### src/rtl/ad73_sport_tx.sv
`default_nettype none
// ============================================================================
// Module   : ad73_sport_tx
// Brief    : AD73xx codec serial-port transmitter. Buffers words in a small
//            FIFO and frames them onto SDIFS/SDI on rising edges of the
//            codec SCLK, which is oversampled in the clk domain.
// Revision : 1.0  initial release
// ============================================================================
module ad73_sport_tx #(
    parameter int WORD_W      = 16,
    parameter int FIFO_DEPTH  = 4,
    parameter int SYNC_STAGES = 2,
    parameter int GAP_SCLKS   = 0
) (
    input  logic              clk,
    input  logic              rst,
    input  logic              sclk,
    input  logic              enable,
    input  logic [WORD_W-1:0] tx_data,
    input  logic              tx_valid,
    output logic              tx_ready,
    output logic              se,
    output logic              sdifs,
    output logic              sdi,
    output logic              busy,
    output logic              frame_done,
    output logic [15:0]       frame_cnt
);

    localparam int c_PTR_W = $clog2(FIFO_DEPTH);
    localparam int c_CNT_W = c_PTR_W + 1;
    localparam int c_BIT_W = (WORD_W > 1) ? $clog2(WORD_W) : 1;

    localparam logic [c_CNT_W-1:0] c_FULL     = c_CNT_W'(FIFO_DEPTH);
    localparam logic [c_BIT_W-1:0] c_BIT_LAST = c_BIT_W'(WORD_W - 1);
    // The IDLE period before the next sync counts as the last idle period.
    localparam logic [3:0]         c_GAP_LOAD = (GAP_SCLKS > 0) ? 4'(GAP_SCLKS - 1) : 4'd0;

    localparam logic [1:0] c_IDLE  = 2'd0;
    localparam logic [1:0] c_FSYNC = 2'd1;
    localparam logic [1:0] c_SHIFT = 2'd2;
    localparam logic [1:0] c_GAP   = 2'd3;

    logic [SYNC_STAGES-1:0] r_sclk_sync;
    logic                   r_sclk_hist;
    logic                   w_sclk_rise;

    always_ff @(posedge clk) begin
        if (rst) begin
            r_sclk_sync <= '0;
            r_sclk_hist <= 1'b0;
        end else begin
            r_sclk_sync <= {r_sclk_sync[SYNC_STAGES-2:0], sclk};
            r_sclk_hist <= r_sclk_sync[SYNC_STAGES-1];
        end
    end

    assign w_sclk_rise = r_sclk_sync[SYNC_STAGES-1] & ~r_sclk_hist;

    logic [WORD_W-1:0]  r_mem [FIFO_DEPTH];
    logic [c_PTR_W-1:0] r_wr_ptr;
    logic [c_PTR_W-1:0] r_rd_ptr;
    logic [c_CNT_W-1:0] r_count;
    logic [c_CNT_W-1:0] w_count_next;
    logic               r_tx_ready;
    logic               w_wr;
    logic               w_pop;
    logic               w_empty;
    logic [WORD_W-1:0]  w_head;

    assign w_empty = (r_count == '0);
    assign w_wr    = tx_valid && r_tx_ready;
    assign w_head  = r_mem[r_rd_ptr];

    always_comb begin
        w_count_next = r_count;
        if (w_wr && !w_pop) begin
            w_count_next = r_count + 1'b1;
        end else if (!w_wr && w_pop) begin
            w_count_next = r_count - 1'b1;
        end
    end

    always_ff @(posedge clk) begin
        if (w_wr) begin
            r_mem[r_wr_ptr] <= tx_data;
        end
    end

    always_ff @(posedge clk) begin
        if (rst) begin
            r_wr_ptr   <= '0;
            r_rd_ptr   <= '0;
            r_count    <= '0;
            r_tx_ready <= 1'b1;
        end else begin
            if (w_wr) begin
                r_wr_ptr <= r_wr_ptr + 1'b1;
            end
            if (w_pop) begin
                r_rd_ptr <= r_rd_ptr + 1'b1;
            end
            r_count    <= w_count_next;
            r_tx_ready <= (w_count_next != c_FULL);
        end
    end

    logic [1:0]         r_state;
    logic [1:0]         w_state_next;
    logic [WORD_W-1:0]  r_sr;
    logic [WORD_W-1:0]  w_sr_next;
    logic [c_BIT_W-1:0] r_bit_cnt;
    logic [c_BIT_W-1:0] w_bit_cnt_next;
    logic [3:0]         r_gap_cnt;
    logic [3:0]         w_gap_cnt_next;
    logic               r_sdifs;
    logic               w_sdifs_next;
    logic               r_sdi;
    logic               w_sdi_next;
    logic               r_frame_done;
    logic               w_frame_done_next;
    logic [15:0]        r_frame_cnt;
    logic [15:0]        w_frame_cnt_next;
    logic               r_se;

    always_comb begin
        w_state_next      = r_state;
        w_sr_next         = r_sr;
        w_bit_cnt_next    = r_bit_cnt;
        w_gap_cnt_next    = r_gap_cnt;
        w_sdifs_next      = r_sdifs;
        w_sdi_next        = r_sdi;
        w_frame_done_next = 1'b0;
        w_frame_cnt_next  = r_frame_cnt;
        w_pop             = 1'b0;
        if (w_sclk_rise) begin
            case (r_state)
                c_IDLE: begin
                    if (enable && !w_empty && (r_gap_cnt == 4'd0)) begin
                        w_pop        = 1'b1;
                        w_sr_next    = w_head;
                        w_sdifs_next = 1'b1;
                        w_sdi_next   = 1'b0;
                        w_state_next = c_FSYNC;
                    end
                end
                c_FSYNC: begin
                    w_sdifs_next   = 1'b0;
                    w_sdi_next     = r_sr[WORD_W-1];
                    w_bit_cnt_next = c_BIT_LAST;
                    w_state_next   = c_SHIFT;
                end
                c_SHIFT: begin
                    if (r_bit_cnt != '0) begin
                        w_sr_next      = {r_sr[WORD_W-2:0], 1'b0};
                        w_sdi_next     = r_sr[WORD_W-2];
                        w_bit_cnt_next = r_bit_cnt - 1'b1;
                    end else begin
                        w_frame_done_next = 1'b1;
                        w_frame_cnt_next  = r_frame_cnt + 16'd1;
                        w_gap_cnt_next    = c_GAP_LOAD;
                        w_sdi_next        = 1'b0;
                        if ((GAP_SCLKS == 0) && !w_empty && enable) begin
                            // Back-to-back: this edge doubles as the next sync.
                            w_pop        = 1'b1;
                            w_sr_next    = w_head;
                            w_sdifs_next = 1'b1;
                            w_state_next = c_FSYNC;
                        end else if (c_GAP_LOAD != 4'd0) begin
                            w_state_next = c_GAP;
                        end else begin
                            w_state_next = c_IDLE;
                        end
                    end
                end
                c_GAP: begin
                    w_gap_cnt_next = r_gap_cnt - 4'd1;
                    if (r_gap_cnt == 4'd1) begin
                        w_state_next = c_IDLE;
                    end
                end
                default: begin
                    w_state_next = c_IDLE;
                end
            endcase
        end
    end

    always_ff @(posedge clk) begin
        if (rst) begin
            r_state      <= c_IDLE;
            r_sr         <= '0;
            r_bit_cnt    <= '0;
            r_gap_cnt    <= 4'd0;
            r_sdifs      <= 1'b0;
            r_sdi        <= 1'b0;
            r_frame_done <= 1'b0;
            r_frame_cnt  <= 16'd0;
            r_se         <= 1'b0;
        end else begin
            r_state      <= w_state_next;
            r_sr         <= w_sr_next;
            r_bit_cnt    <= w_bit_cnt_next;
            r_gap_cnt    <= w_gap_cnt_next;
            r_sdifs      <= w_sdifs_next;
            r_sdi        <= w_sdi_next;
            r_frame_done <= w_frame_done_next;
            r_frame_cnt  <= w_frame_cnt_next;
            r_se         <= enable || (w_state_next != c_IDLE);
        end
    end

    assign tx_ready   = r_tx_ready;
    assign se         = r_se;
    assign sdifs      = r_sdifs;
    assign sdi        = r_sdi;
    assign busy       = (r_state != c_IDLE) || !w_empty;
    assign frame_done = r_frame_done;
    assign frame_cnt  = r_frame_cnt;

endmodule
`default_nettype wire

### config.mk
export PLATFORM = sky130hd
export DESIGN_NAME = ad73_sport_tx
export DESIGN_NICKNAME = d
export VERILOG_FILES = /design/src/rtl/ad73_sport_tx.sv
export SDC_FILE = /design/constraint.sdc
export NUM_CORES = 1
export LEC_CHECK = 0
export CORE_ASPECT_RATIO = 1.4
export CORE_UTILIZATION = 50
export CTS_CLUSTER_SIZE = 24
export DETAILED_ROUTE_END_ITERATION = 6
export PLACE_DENSITY = 0.7
export SKIP_CTS_REPAIR_TIMING = 1
export SYNTH_ARGS = -nofsm -noshare
export SYNTH_HDL_FRONTEND = slang
export SYNTH_SLANG_ARGS = --single-unit
### constraint.sdc
create_clock -name clk -period 3.7 [get_ports clk]
set_input_delay 0.37 -clock clk [delete_from_list [all_inputs] [get_ports clk]]
set_output_delay 0.37 -clock clk [all_outputs]
set_load 0.03 [all_outputs]
==> results.cfg, run 1 <==
[clock_tree]
cts_tree = yes
clkSinkCount = 123
root_buffer = sky130_fd_sc_hd__clkbuf_16
worstSkewPairLatency_ns = 0.41
h_tree_level_count = 4
ctsLongestPathBuffers = 2
clkTransAtPathRegs_ns = 0.05
tritoncts.num_buffers = 17

[timing]
fin_tns_setup_ns = 0
layout_min_cycle_time_ns = 2.755
fin_worst_skew_ns = 0.007585
fin_hold_ws_ns = 0.4395
final_max_slew_viols = 0
final-hold-violation-count = 0
min_period_over_period_pct = 74.45
setup_viol = 0
grt_setup_unrepaired = no
slew_margin_rel_pct = 29.76
achievable-frequency_mhz = 363.0
worstMarginPinSlew_ns = 1.054

[synth]
post_synth_and_or_nand_nor_area_fraction_pct = 12.18
synth_xor_area_share_pct = 3.195
postSynth.topFlopCell = sky130_fd_sc_hd__edfxtp_1
synth_compound_gate_area_share_pct = 7.855
synth_largest_area_cell = sky130_fd_sc_hd__edfxtp_1
synth.top_cell.area_share_pct = 36.90
synth-edff-count = 64
warnings_from_yosys = 0
synth_mux_area_share_pct = 10.18
postSynthRegisterBits = 123
syn_nets = 454
async_reset_ff_share_pct = 0
main_combinational_cell_family_by_area_after_synthesis = simple AND/OR/NAND/NOR gates
synth_adder_area_share_pct = 4.084
synthesis.area_per_instance_um2 = 12.52
synth.yosys.seq_area_share_pct = 59.57
synth_cells = 416
cell_area_synth_um2 = 5209
netlist-cell-type-count = 42
synth.area.top_cells = sky130_fd_sc_hd__edfxtp_1 37%, sky130_fd_sc_hd__dfxtp_1 23%, sky130_fd_sc_hd__mux4_2 6.9%

[hold_path]
hold_depth = 1
min_from = r_sclk_sync[0]$_SDFF_PP0_
worstHoldPathType = reg -> reg

[critical_path]
rrSetupSlack_ns = 0.95
cp.required_ns = 3.99
crit_path_end = tx_ready$_SDFF_PP1_
worst_path_arrival_ns = 3.05
capture_point_of_the_worst_reg_to_reg_path = tx_ready$_SDFF_PP1_
worst-r2r-cell-count = 8
worstSetupStartpoint = r_state[0]$_SDFF_PP0_
critical_path.reg2reg.startpoint = r_state[0]$_SDFF_PP0_
endpoint_kind = flip-flop
critical_path.max_fanout = 14
crit_type = reg -> reg
crit_path_start_kind = flip-flop

[power_and_ir_drop]
sw_frac_of_total_pct = 21.87
internal_power_mw = 2.503
ir_worst_vdd_v = 0.0004014
share_comb_of_total_power_pct = 7.5
static-leakage-power_nw = 2.062
total_switching_power_mw = 0.7005
power_frac_seq_pct = 47.4
pwr-share-clk_pct = 45.1
cellPowerDensity_nw_per_um2 = 509.6
report.power.total_mw = 3.203

[final_layout]
post_route_cells_drive_above_1_share_pct = 10.76
fillerInstances = 802
postLayoutCoreUtil_pct = 62.82
final_cell_mix = 64 x sky130_fd_sc_hd__edfxtp_1, 59 x sky130_fd_sc_hd__dfxtp_1, 47 x sky130_fd_sc_hd__nor2_1, 41 x sky130_fd_sc_hd__clkdlybuf4s50_1, 20 x sky130_fd_sc_hd__nand2_1
area_delta_synth_final_pct = 20.68
nets = 499
n_antenna_cell = 0
final_common_cell = sky130_fd_sc_hd__edfxtp_1

[global_route]
overflow = 0
grt_max_degree = 58
global_route_wire_length_before_repair_mm = 15.50
antenna_found_initial = 0
via_count_of_the_first_global_routing_pass = 3295
grtUsageTotal_pct = 19.22

[detailed_routing]
drt_first_pass_iters = 4
routed_wl_mm = 9.238
antenna_left = 0
drt_drc_violations_left = 0
drt-vias-per-instance = 5.425
drt_first_iter_violations = 143
drt-wirelength-per-cell_um = 15.17
vias = 3304

[floorplanning]
dieArea_um2 = 10840
io_pins = 43
dieWidth_um = 88.26
start_util_pct = 52.05
row_count = 43
die_height_um = 122.8
core_area_um2 = 10010

[place]
globalplace.congestion = 0.8187
dpl.hpwl_mm = 6.147
place.port_buffers = 42

[flow_run]
max-cap-violations = 0

[status]
run_status = completed
==> worst max-delay path, stage by stage (launching register included) <==
cell                        delay, ns
sky130_fd_sc_hd__dfxtp_1         0.33
sky130_fd_sc_hd__inv_1           0.11
sky130_fd_sc_hd__ha_1            0.44
sky130_fd_sc_hd__nor4bb_1        0.43
sky130_fd_sc_hd__buf_4           0.22
sky130_fd_sc_hd__o2111ai_4       0.22
sky130_fd_sc_hd__xnor2_1         0.21
sky130_fd_sc_hd__or3_1           0.33
sky130_fd_sc_hd__a311o_1         0.35
==> area by class of cell <==
type                            count  area [µm²]  area share, %
Tap cell                          135       168.9          2.687
Clock inverter                      7       43.79         0.6967
Multi-Input combinational cell    255        1972          31.37
Inverter                           18       67.56          1.075
Timing Repair Buffer               46       445.4          7.086
Clock buffer                       25       485.5          7.723
Sequential cell                   123        3103          49.36
==> registers in the layout, indices dropped and copies added (netlist names), named ones only <==
name         count
r_mem           64
frame_cnt       16
r_sr            16
r_bit_cnt        4
r_gap_cnt        4
r_count          3
r_rd_ptr         2
r_sclk_sync      2
r_state          2
r_wr_ptr         2
frame_done       1
r_sclk_hist      1
sdi              1
sdifs            1
se               1
tx_ready         1
==> cells by family (layout without fill, tap and decap cells) <==
logic type                 after synthesis  after routing
DFF                                    123            123
xor gates and xnor gates                19             19
adders and majority gates               17             17
and+or+nand+nor                        127            127
muxes                                   33             33
AOI/OAI and AO/OA                       59             59
buffers and inverters                   38             96
==> power groups by stage <==
stage | registers [mW] | clock network (mW) | logic (mW)
6_report | 1.52 | 1.44 | 0.240
2_1_floorplan | 1.54 | 0 | 0.159
5_1_grt | 1.52 | 1.54 | 0.268
3_3_place_gp | 1.54 | 0 | 0.236
3_5_place_dp | 1.55 | 0 | 0.243
4_1_cts | 1.52 | 1.47 | 0.243
==> stage by stage <==
stage / setup WS, ns / cells / instance area (µm²)
floorplan: 1.446 / 416 / 5209
CTS: 0.9838 / 609 / 6286
finish: 0.9454 / 609 / 6286
global placement: 1.120 / 577 / 5757
detailed placement: 0.9824 / 577 / 5757
global route: 0.7372 / 609 / 6286
==> cell usage after synthesis, types with 7 or more instances <==
master	number
sky130_fd_sc_hd__ha_1	17
sky130_fd_sc_hd__mux2i_1	17
sky130_fd_sc_hd__clkbuf_1	10
sky130_fd_sc_hd__nor2_1	47
sky130_fd_sc_hd__nand3_1	8
sky130_fd_sc_hd__a211oi_1	17
sky130_fd_sc_hd__nor2b_1	7
sky130_fd_sc_hd__a21oi_1	15
sky130_fd_sc_hd__nor3_1	8
sky130_fd_sc_hd__dfxtp_1	59
sky130_fd_sc_hd__nand2_1	20
sky130_fd_sc_hd__mux4_2	16
sky130_fd_sc_hd__inv_1	18
sky130_fd_sc_hd__o21ai_0	12
sky130_fd_sc_hd__xnor2_1	16
sky130_fd_sc_hd__edfxtp_1	64
sky130_fd_sc_hd__buf_2	8
==> per-layer routing <==
layer / share of wire [%] / GRT usage, %
met5: 0 / 0
met4: 1.7 / 8.669
met3: 3.3 / 4.707
met2: 53 / 33.08
met1: 42 / 22.38
==> worst min path at each step <==
| stage | to | slack, ns |
|---|---|---|
| after global routing | r_sclk_sync[1]$_SDFF_PP0_ | 0.46 |
| final | r_sclk_sync[1]$_SDFF_PP0_ | 0.44 |
| after global placement | r_sclk_sync[1]$_SDFF_PP0_ | 0.43 |
| after CTS | r_sclk_sync[1]$_SDFF_PP0_ | 0.45 |
| after floorplan | r_sclk_sync[1]$_SDFF_PP0_ | 0.41 |
| after detailed placement | r_sclk_sync[1]$_SDFF_PP0_ | 0.43 |
(Power assumes the default switching activity.)
==> run 2: changes to the inputs <==
--- a/config.mk
+++ b/config.mk
@@ -9,7 +9,7 @@
 export CORE_UTILIZATION = 50
 export CTS_CLUSTER_SIZE = 24
 export DETAILED_ROUTE_END_ITERATION = 6
-export PLACE_DENSITY = 0.7
+export PLACE_DENSITY = 0.73
 export SKIP_CTS_REPAIR_TIMING = 1
 export SYNTH_ARGS = -nofsm -noshare
 export SYNTH_HDL_FRONTEND = slang
==> constraint.sdc (replaced) <==
create_clock -name clk -period 2.28 [get_ports clk]
set_input_delay 0.228 -clock clk [delete_from_list [all_inputs] [get_ports clk]]
set_output_delay 0.228 -clock clk [all_outputs]
set_load 0.03 [all_outputs]
==> results.cfg, run 2 (synthesis gave the netlist of run 1 again) <==
[status]
run_status = completed

[global_route]
global_route_wire_length_before_repair_mm = 15.48
overflow = 0
antenna_found_initial = 0
grt_max_degree = 33
grtUsageTotal_pct = 19.28
via_count_of_the_first_global_routing_pass = 3382

[detailed_routing]
drt_drc_violations_left = 0
routed_wl_mm = 9.539
drt_first_iter_violations = 169
drt-wirelength-per-cell_um = 15.17
drt-vias-per-instance = 5.367
antenna_left = 0
vias = 3376
drt_first_pass_iters = 5

[floorplanning]
io_pins = 43
dieArea_um2 = 10840
start_util_pct = 52.05
core_area_um2 = 10010
dieWidth_um = 88.26
row_count = 43
die_height_um = 122.8

[place]
globalplace.congestion = 0.8826
dpl.hpwl_mm = 6.393
place.port_buffers = 42
placed_cells_incl_taps = 596

[timing]
worstMarginPinSlew_ns = 0.6114
fin_worst_skew_ns = 0.006281
slew_margin_rel_pct = 58.81
final-hold-violation-count = 0
setup_viol = 0
fin_tns_setup_ns = 0
layout_min_cycle_time_ns = 2.239
fin_hold_ws_ns = 0.3218
grt_setup_unrepaired = yes
min_period_over_period_pct = 98.19
final_max_slew_viols = 0
achievable-frequency_mhz = 446.7

[final_layout]
fillerInstances = 740
multiInputGateArea_um2 = 2019
largest-register = r_mem
n_antenna_cell = 0
nets = 519
post_route_cells_drive_above_1_share_pct = 17.21
final_cell_mix = 64 x sky130_fd_sc_hd__edfxtp_1, 58 x sky130_fd_sc_hd__dfxtp_1, 47 x sky130_fd_sc_hd__nor2_1, 40 x sky130_fd_sc_hd__clkdlybuf4s50_1, 21 x sky130_fd_sc_hd__buf_4
flip_flop_count_of_the_largest_register_after_layout = 64
area_delta_synth_final_pct = 25.85
register_area_um2 = 3104
final_common_cell = sky130_fd_sc_hd__edfxtp_1
stdcell_count = 629
postLayoutCoreUtil_pct = 65.50

[power_and_ir_drop]
share_comb_of_total_power_pct = 7.9
cellPowerDensity_nw_per_um2 = 821.0
internal_power_mw = 4.128
pwr-share-clk_pct = 46.4
sw_frac_of_total_pct = 23.29
ir_worst_vdd_v = 0.0008254
total_switching_power_mw = 1.253
power_frac_seq_pct = 45.8
static-leakage-power_nw = 2.223

[clock_tree]
worstSkewPairLatency_ns = 0.41
clkTransAtPathRegs_ns = 0.06
cts_tree = yes
h_tree_level_count = 4
clkSinkCount = 123
root_buffer = sky130_fd_sc_hd__clkbuf_16
tritoncts.num_buffers = 17
ctsLongestPathBuffers = 2

[critical_path]
capture_point_of_the_worst_reg_to_reg_path = tx_ready$_SDFF_PP1_
worst-r2r-cell-count = 8
crit_path_start_kind = flip-flop
rrSetupSlack_ns = 0.04
worst_path_arrival_ns = 2.53
endpoint_kind = flip-flop
crit_type = reg -> reg
critical_path.max_fanout = 4
critical_path.reg2reg.startpoint = r_bit_cnt[0]$_SDFFE_PP0P_
cp.required_ns = 2.57

[hold_path]
worstHoldPathType = in -> reg
hold_depth = 2
hold_path_end = r_rd_ptr[0]$_SDFFE_PP0P_
min_from = rst

[flow_run]
max-cap-violations = 0
## run 2: cell count changes in the layout (fill, tap and decap cells not counted), moves of 2 or more
cell                       change
sky130_fd_sc_hd__buf_4        +17
sky130_fd_sc_hd__clkinv_4      +6
sky130_fd_sc_hd__clkbuf_1      -5
sky130_fd_sc_hd__inv_6         +4
sky130_fd_sc_hd__clkbuf_8      -3
sky130_fd_sc_hd__buf_12        +2
sky130_fd_sc_hd__inv_1         -2
sky130_fd_sc_hd__inv_2         +2
sky130_fd_sc_hd__nor4bb_1      -2
sky130_fd_sc_hd__nor4bb_4      +2
## run 2: worst max-delay path, stage by stage, from the launching register on
cell	delay [ns]
sky130_fd_sc_hd__dfxtp_1	0.33
sky130_fd_sc_hd__inv_1	0.08
sky130_fd_sc_hd__ha_1	0.18
sky130_fd_sc_hd__nor4bb_4	0.32
sky130_fd_sc_hd__buf_4	0.18
sky130_fd_sc_hd__o2111ai_4	0.16
sky130_fd_sc_hd__xnor2_2	0.19
sky130_fd_sc_hd__or3_1	0.32
sky130_fd_sc_hd__a311o_1	0.36
## run 2: power by group through the flow
stage                     Sequential (mW)  Combinational, mW  Clock, mW
after floorplan                      2.50              0.258          0
after global placement               2.50              0.404          0
after detailed placement             2.51              0.415          0
after CTS                            2.46              0.417       2.55
after global routing                 2.47              0.465       2.66
final                                2.46              0.423       2.50
## run 2: worst max-delay path by stage
stage / cells past startpoint / to / startpoint
floorplan: 7 / tx_ready$_SDFF_PP1_ / r_state[1]$_SDFF_PP0_
global placement: 8 / tx_ready$_SDFF_PP1_ / r_state[0]$_SDFF_PP0_
detailed placement: 8 / tx_ready$_SDFF_PP1_ / r_state[1]$_SDFF_PP0_
CTS: 8 / tx_ready$_SDFF_PP1_ / r_state[0]$_SDFF_PP0_
global route: 8 / tx_ready$_SDFF_PP1_ / r_bit_cnt[0]$_SDFFE_PP0P_
finish: 8 / tx_ready$_SDFF_PP1_ / r_bit_cnt[0]$_SDFFE_PP0P_
## run 2: cell type report
cell class / instances / area share (%)
flip-flops and latches: 123 / 47.36
multi-input cells: 255 / 30.81
repair buffers: 66 / 9.563
clock buffers: 17 / 6.490
well taps: 135 / 2.577
clock inverters: 15 / 2.176
inverters: 18 / 1.031
## run 2: per-layer routing
| layer | track usage [%] | up-vias | routed length (µm) | share of wire, % |
|---|---|---|---|---|
| met5 | 0 | - | 0 | 0 |
| met4 | 9.073 | 0 | 154 | 1.6 |
| met3 | 5.380 | 11 | 306 | 3.2 |
| met2 | 34.33 | 66 | 5129 | 54 |
| met1 | 20.78 | 1630 | 3949 | 41 |
| li1 | - | 1669 | - | - |
## run 2: stage by stage
stage / power [mW] / setup WS (ns) / area (µm²)
2_1_floorplan: 2.761 / 0.02604 / 5209
3_3_place_gp: 2.905 / 0.04773 / 5913
3_5_place_dp: 2.922 / -0.09995 / 5913
4_1_cts: 5.427 / -0.1336 / 6481
5_1_grt: 5.593 / -0.05978 / 6555
6_report: 5.381 / 0.04126 / 6555
==> run 3: changes to the inputs <==
==> constraint.sdc (replaced) <==
create_clock -name clk -period 1.9 [get_ports clk]
set_input_delay 0.38 -clock clk [delete_from_list [all_inputs] [get_ports clk]]
set_output_delay 0.38 -clock clk [all_outputs]
set_load 0.03 [all_outputs]
==> results.cfg, run 3 (synthesis gave the netlist of run 1 again) <==
[power_and_ir_drop]
report.power.total_mw = 6.900
static-leakage-power_nw = 2.856
cellPowerDensity_nw_per_um2 = 942.1
ir_worst_vdd_v = 0.0008061

[timing]
slew_margin_rel_pct = 58.20
worstMarginPinSlew_ns = 0.6253
fin_ws_ns = -0.2613
final-hold-violation-count = 0
min_period_over_period_pct = 113.8
layout_min_cycle_time_ns = 2.161
fin_hold_ws_ns = 0.3395
achievable-frequency_mhz = 462.7
setup_viol = 18
final_max_slew_viols = 0
fin_worst_skew_ns = 0.008729
fin_tns_setup_ns = -1.974
grt_setup_unrepaired = yes

[final_layout]
final_cell_area_um2 = 7323
flip_flop_count_of_the_largest_register_after_layout = 64
n_antenna_cell = 0
largest-register = r_mem
nets = 562
final_cell_mix = 64 x sky130_fd_sc_hd__edfxtp_1, 53 x sky130_fd_sc_hd__dfxtp_1, 48 x sky130_fd_sc_hd__buf_4, 40 x sky130_fd_sc_hd__nor2_1, 27 x sky130_fd_sc_hd__clkdlybuf4s50_1
postLayoutCoreUtil_pct = 73.18
post_route_cells_drive_above_1_share_pct = 32.40
final_common_cell = sky130_fd_sc_hd__edfxtp_1
stdcell_count = 672
area_delta_synth_final_pct = 40.60

[critical_path]
endpoint_kind = flip-flop
worst_path_arrival_ns = 2.46
crit_type = reg -> reg
slowest_delay_ns = 0.34
cp.required_ns = 2.20
cp_cell_sequence = inv_2 > ha_4 > nor4bb_4 > buf_4 > o2111ai_4 > xnor2_2 > or3_1 > a311o_1
critical_path.max_fanout = 6
crit_path_start_kind = flip-flop
cpMaxStageDelayCell = sky130_fd_sc_hd__or3_1

[place]
globalplace.congestion = 0.7775
dpl.hpwl_mm = 6.667
dp_worst_setup_slack_ns = -0.3775
placed_cells_incl_taps = 621
place.port_buffers = 42
placement.cell_area_um2 = 6246

[floorplanning]
core_area_um2 = 10010
start_util_pct = 52.05
dieArea_um2 = 10840
io_pins = 43
row_count = 43
dieWidth_um = 88.26
die_height_um = 122.8

[clock_tree]
root_buffer = sky130_fd_sc_hd__clkbuf_16
tritoncts.num_buffers = 17
ctsLongestPathBuffers = 2
worstSkewPairLatency_ns = 0.42
clkSinkCount = 123
clkTransAtPathRegs_ns = 0.06
h_tree_level_count = 4
cts_tree = yes

[detailed_routing]
drt_first_iter_violations = 144
drt-vias-per-instance = 5.409
vias = 3635
drt-wirelength-per-cell_um = 16.35
routed_wl_mm = 10.99
drt_first_pass_iters = 4
drt_drc_violations_left = 0
antenna_left = 0

[global_route]
antenna_found_initial = 0
via_count_of_the_first_global_routing_pass = 3607
grtUsageTotal_pct = 20.49
grt_max_degree = 32
global_route_wire_length_before_repair_mm = 16.51
overflow = 0

[status]
violations = negative setup slack
run_status = complete, but fails checks

[hold_path]
worstHoldPathType = in -> reg

[flow_run]
max-cap-violations = 0
## run 3: area by class of cell
cell class,instances,area (µm²)
inverter,18,67.56
fill,633,2684
timing repair buffer,109,1099
multi-input combinational,255,2275
tap,135,168.9
sequential,123,3110
clock buffer,17,425.4
clock inverter,15,177.7
## run 3: worst paths after layout
path / depth (start not counted) / startpoint / slack, ns / to
worst max-delay path: 8 / r_state[0]$_SDFF_PP0_ / -0.26 / tx_ready$_SDFF_PP1_
worst min-delay path: 2 / rst / 0.34 / r_count[2]$_SDFF_PP0_
worst max register to register: 8 / r_state[0]$_SDFF_PP0_ / -0.26 / tx_ready$_SDFF_PP1_
worst min register to register: 1 / r_sclk_sync[0]$_SDFF_PP0_ / 0.45 / r_sclk_sync[1]$_SDFF_PP0_
## run 3: critical path, delay by kind of cell (launching register included)
kind / cells / cell delay (ns)
flip-flops: 1 / 0.32
adder cells (fa/ha/maj): 1 / 0.13
AO/OA/AOI/OAI: 2 / 0.47
buffers and inverters: 2 / 0.27
AND/OR/NAND/NOR: 2 / 0.66
XOR/XNOR: 1 / 0.19
## run 3: report_power, final
| group | internal (mW) | switching (mW) |
|---|---|---|
| combinational | 0.364 | 0.356 |
| clock | 1.98 | 1.25 |
| sequential | 2.91 | 0.0421 |
## run 3: routing by layer
metal / vias to the layer above / global-route usage (%) / share of wire (%)
li1: 1754 / - / -
met1: 1777 / 22.05 / 41
met2: 82 / 35.67 / 53
met3: 22 / 6.389 / 3.3
met4: 0 / 10.38 / 2.7
met5: - / 0 / 0
